File: src/rtl/ram_arbiter_2p.sv
// Two-client round-robin arbiter/sequencer for a single 8x8 synchronous RAM.
// Issues one registered RAM command per grant; read data returns 3 cycles after gnt.
module ram_arbiter_2p #(
  parameter int ADDR_W = 3,
  parameter int DATA_W = 8
) (
  input  logic              clk,
  input  logic              rst,
  input  logic              a_req,
  input  logic              a_we,
  input  logic [ADDR_W-1:0] a_addr,
  input  logic [DATA_W-1:0] a_wdata,
  output logic              a_gnt,
  output logic              a_rvalid,
  output logic [DATA_W-1:0] a_rdata,
  input  logic              b_req,
  input  logic              b_we,
  input  logic [ADDR_W-1:0] b_addr,
  input  logic [DATA_W-1:0] b_wdata,
  output logic              b_gnt,
  output logic              b_rvalid,
  output logic [DATA_W-1:0] b_rdata,
  output logic              ram_wr_enb,
  output logic [ADDR_W-1:0] ram_wr_addr,
  output logic [DATA_W-1:0] ram_data_in,
  output logic              ram_rd_enb,
  output logic [ADDR_W-1:0] ram_rd_addr,
  input  logic [DATA_W-1:0] ram_data_out
);

  localparam int STAGES = 2;

  typedef struct packed {
    logic              we;
    logic [ADDR_W-1:0] addr;
    logic [DATA_W-1:0] wdata;
  } req_t;

  logic              ptr;       // 1: B favoured on contention
  logic              any_gnt;
  logic              rd_go;
  req_t              sel;
  logic [STAGES:1]   vld_pipe;
  logic [STAGES:1]   id_pipe;   // 1: read belongs to B

  // Gated by rst so grants read 0 while reset is held.
  assign a_gnt   = rst & a_req & (~b_req | ~ptr);
  assign b_gnt   = rst & b_req & (~a_req |  ptr);
  assign any_gnt = a_gnt | b_gnt;

  always_comb begin
    sel = '{we: a_we, addr: a_addr, wdata: a_wdata};
    if (b_gnt) sel = '{we: b_we, addr: b_addr, wdata: b_wdata};
  end

  assign rd_go = any_gnt & ~sel.we;

  always_ff @(posedge clk or negedge rst) begin
    if (!rst) begin
      ptr         <= 1'b0;
      ram_wr_enb  <= 1'b0;
      ram_wr_addr <= '0;
      ram_data_in <= '0;
      ram_rd_enb  <= 1'b0;
      ram_rd_addr <= '0;
      vld_pipe    <= '0;
      id_pipe     <= '0;
      a_rvalid    <= 1'b0;
      a_rdata     <= '0;
      b_rvalid    <= 1'b0;
      b_rdata     <= '0;
    end else begin
      if (any_gnt) ptr <= a_gnt;
      ram_wr_enb <= any_gnt & sel.we;
      ram_rd_enb <= rd_go;
      if (any_gnt & sel.we) begin
        ram_wr_addr <= sel.addr;
        ram_data_in <= sel.wdata;
      end
      if (rd_go) ram_rd_addr <= sel.addr;
      // Tag follows the read: stage 1 = command on port, stage 2 = RAM data valid.
      vld_pipe <= {vld_pipe[STAGES-1:1], rd_go};
      id_pipe  <= {id_pipe[STAGES-1:1], b_gnt};
      a_rvalid <= vld_pipe[STAGES] & ~id_pipe[STAGES];
      b_rvalid <= vld_pipe[STAGES] &  id_pipe[STAGES];
      if (vld_pipe[STAGES] & ~id_pipe[STAGES]) a_rdata <= ram_data_out;
      if (vld_pipe[STAGES] &  id_pipe[STAGES]) b_rdata <= ram_data_out;
    end
  end

endmodule

File: config.mk
export PLATFORM = sky130hd
export DESIGN_NAME = ram_arbiter_2p
export DESIGN_NICKNAME = d
export VERILOG_FILES = /design/src/rtl/ram_arbiter_2p.sv
export SDC_FILE = /design/constraint.sdc
export NUM_CORES = 1
export LEC_CHECK = 0
export ABC_AREA = 1
export ABC_CLOCK_PERIOD_IN_PS = 1150
export CAP_MARGIN = 40
export CORE_UTILIZATION = 30
export CTS_BUF_LIST = sky130_fd_sc_hd__clkbuf_8
export DETAILED_ROUTE_END_ITERATION = 6
export PLACE_DENSITY = 0.58
export SETUP_SLACK_MARGIN = 0.5
export SLEW_MARGIN = 25
export SYNTH_ARGS = -nofsm -noshare
export SYNTH_HDL_FRONTEND = slang
export SYNTH_SLANG_ARGS = --single-unit
File: constraint.sdc
create_clock -name clk -period 1.15 [get_ports clk]
set_clock_uncertainty 0.15 [all_clocks]
set_input_delay 0.115 -clock clk [delete_from_list [all_inputs] [get_ports clk]]
set_output_delay 0.115 -clock clk [all_outputs]
set_load 0.01 [all_outputs]
==> results.py <==
metrics = {
    "run_status": {
        "status": "finished, violations left",
        "failed_checks": "negative hold slack, negative setup slack",
    },
    "routing": {
        "route.met2.wl_um": 2297,
        "vias": 1708,
        "wl_per_cell_um": 12.16,
        "dr.first_iter.drc_count": 27,
        "vias_per_cell": 4.460,
        "wl_met3_um": 393,
        "drc": 0,
        "ant_nets": 0,
        "wl_met1_um": 1907,
        "top_layer": "met4",
        "drtPass1Iterations": 4,
        "routed_wirelength_um": 4658,
    },
    "run": {
        "maxCapViolCount": 0,
    },
    "timing": {
        "setup_viol": 19,
        "min_period_over_period_pct": 118.4,
        "max_freq_ghz": 0.7347,
        "slew_headroom_pct": 75.03,
        "rsz0062_at_grt": "yes",
        "fin_crit_ns": 1.361,
        "timing_worst_slew_pin_value_ns": 0.3745,
        "whs_ns": -0.3590,
        "drv_slew": 0,
        "final_hold_viol_count": 38,
        "fin_ws_ns": -0.2111,
    },
    "worst_setup_path": {
        "cp_top_family": "flip-flops",
        "critPathBufInv": 3,
        "path_cells": "inv_2 > nand2_4 > nand2_4 > buf_12 > buf_12 > nand2_2 > nand2_2 > nand3_1 > nand2_1",
        "start_kind": "flop",
        "crit_slowest_cell": "dfrtp_1",
        "critPathRequiredTime_ns": 1.19,
        "end_kind": "flop",
        "critPathKind": "flop to flop",
        "cp_max_fo": 8,
        "slowest_delay_ns": 0.38,
        "cp.arrival_ns": 1.40,
        "critPathLaunch": "ptr$_DFFE_PN0P_",
        "r2r-start": "ptr$_DFFE_PN0P_",
    },
    "grt": {
        "grt_pass1_vias": 1583,
        "grt_pass1_wl_um": 7431,
        "antenna_found_initial": 0,
        "grt_max_degree": 29,
        "grt_usage_pct": 16.25,
        "grt_overflow": 0,
    },
    "final_layout": {
        "syn2layout_area_growth_pct": 81.69,
        "fillers": 507,
        "drive_gt1_share_pct": 51.12,
        "final-instance-count-excl-fill": 383,
        "diodes": 0,
        "nets": 348,
    },
    "place": {
        "place_congestion": 0.8284,
        "port_buffers": 71,
        "dp_hpwl_um": 2849,
        "dp_cells": 342,
    },
    "logic_synthesis": {
        "yosys_warnings": 0,
        "syn_area_per_cell_um2": 8.978,
        "synth_cells": 188,
        "synth_nets": 224,
        "yosysSeqAreaShare_pct": 56.34,
        "yosysUniqueCellTypes": 19,
        "syn_area_mm2": 0.001688,
        "yosys.area.top_type": "dfrtp_1",
        "synth-seq-cells": 38,
        "ys_top_cells_by_area": "dfrtp_1 (56%), nand2_1 (13%), nand3_1 (8.0%), nand2_2 (4.8%), inv_1 (3.6%)",
        "synth_top_area_share_pct": 56.34,
    },
    "clock_tree": {
        "clkTransAtPathRegs_ns": 0.07,
        "cts_root_buf": "clkbuf_8",
        "cts_max_level": 2,
        "cts_sinks": 38,
        "clk_path_buf_depth": 2,
        "cts_buffers": 5,
        "clock_latency_ns": 0.29,
        "cts_tree": "done",
    },
    "die": {
        "start_util_pct": 32.03,
        "die_w_um": 77.01,
        "core_area_mm2": 0.005270,
        "std_cell_rows": 26,
        "design.die.area_mm2": 0.005931,
        "io_pins": 72,
        "fp.dieH_um": 77.01,
    },
    "min_path": {
        "hold_path_class": "input pin to async pin",
    },
    "power": {
        "peakVddDrop_uv": 602.6,
        "p_leak_nw": 1.587,
        "p_per_area_mw_per_mm2": 1421,
        "power.total_w": 0.004359,
    },
}
-- cells by family (layout without fill, tap and decap cells) --
logic type	Yosys count	in the layout	share of synthesized area [%]
simple gates	106	110	30.17
buf+inv	26	147	8.005
compound gates	18	18	5.485
flops	38	38	56.34
-- power by group --
part	switching [W]	internal (W)
Sequential	0.000149	0.00161
Combinational	0.000752	0.000915
Clock	0.000464	0.000475
Total	0.00136	0.00299
-- cell usage after synthesis --
cell type,instances
o21ai_1,5
inv_2,1
a21oi_1,1
buf_6,3
nand3_4,1
o21bai_1,1
nand2_4,3
inv_4,1
nand2_2,13
dfrtp_1,38
inv_1,16
o21ai_0,11
nand3_2,1
buf_4,3
nor2_2,1
clkbuf_1,1
nand3_1,27
buf_2,1
nand2_1,60
-- per-layer routing --
metal | vias up | track usage [%]
met4 | 0 | 5.094
li1 | 855 | -
met2 | 60 | 27.68
met5 | - | 0
met3 | 6 | 5.714
met1 | 787 | 19.07
-- registers in the layout, summed over array words and instances, names as in the netlist, 2 cells and up --
register and count:
b_rdata 8, ram_wr_addr 3, id_pipe 2, ram_data_in 8
vld_pipe 2, ram_rd_addr 3, a_rdata 8
-- what timing repair did --
action	in CTS	in global routing
resized for setup	182	34
pin swaps	12	11
cloned	3	1
setup buffers	15	14
endpoints found under the hold margin	38	38
setup endpoints to repair	73	73
-- through the flow --
stage	utilization [%]	setup slack, ns	area, um2	hold slack [ns]	TNS, ns
after floorplan	-	-0.02476	1709	-0.3306	-0.3168
after global placement	49.64	-0.5329	2616	-0.04068	-8.483
after detailed placement	49.64	-0.5808	2616	-0.04378	-8.892
after CTS	53.56	-0.1963	2823	-0.3637	-3.093
after global routing	58.19	-0.2778	3067	-0.3470	-4.499
final	58.19	-0.2111	3067	-0.3590	-3.170
-- cells in the final DEF (no fill, tap or decap), drive strengths merged --
master / netlist / routed
nand2: 76 / 79
buf: 7 / 87
nor2: 1 / 1
dfrtp: 38 / 38
o21bai: 1 / 1
o21ai: 16 / 16
a21oi: 1 / 1
clkinv: 0 / 1
clkdlybuf4s50: 0 / 33
clkbuf: 1 / 6
inv: 18 / 19
dlygate4sd2: 0 / 1
nand3: 29 / 30
-- worst paths after layout --
path | endpoint | slack [ns] | cells after the start
min reg2reg | id_pipe[2]$_DFF_PN0_ | 0.20 | 0
max reg2reg | ram_data_in[6]$_DFFE_PN0P_ | -0.21 | 9
min in group clk | ptr$_DFFE_PN0P_ | 0.11 | 4
min | ptr$_DFFE_PN0P_ | -0.36 | 2
max in group asynchronous | ram_wr_addr[1]$_DFFE_PN0P_ | 0.84 | 2
max | ram_data_in[6]$_DFFE_PN0P_ | -0.21 | 9
-- layout make-up --
| class | count | area, um2 | area share [%] |
|---|---|---|---|
| Timing Repair Buffer | 121 | 1020 | 33.25 |
| Clock buffer | 6 | 82.58 | 2.693 |
| Multi-Input combinational cell | 128 | 837.1 | 27.29 |
| Inverter | 18 | 77.57 | 2.530 |
| Sequential cell | 38 | 953.4 | 31.09 |
| Tap cell | 70 | 87.58 | 2.856 |
| Clock inverter | 2 | 8.758 | 0.2856 |
Note: power is estimated with default switching activity, not from simulation.
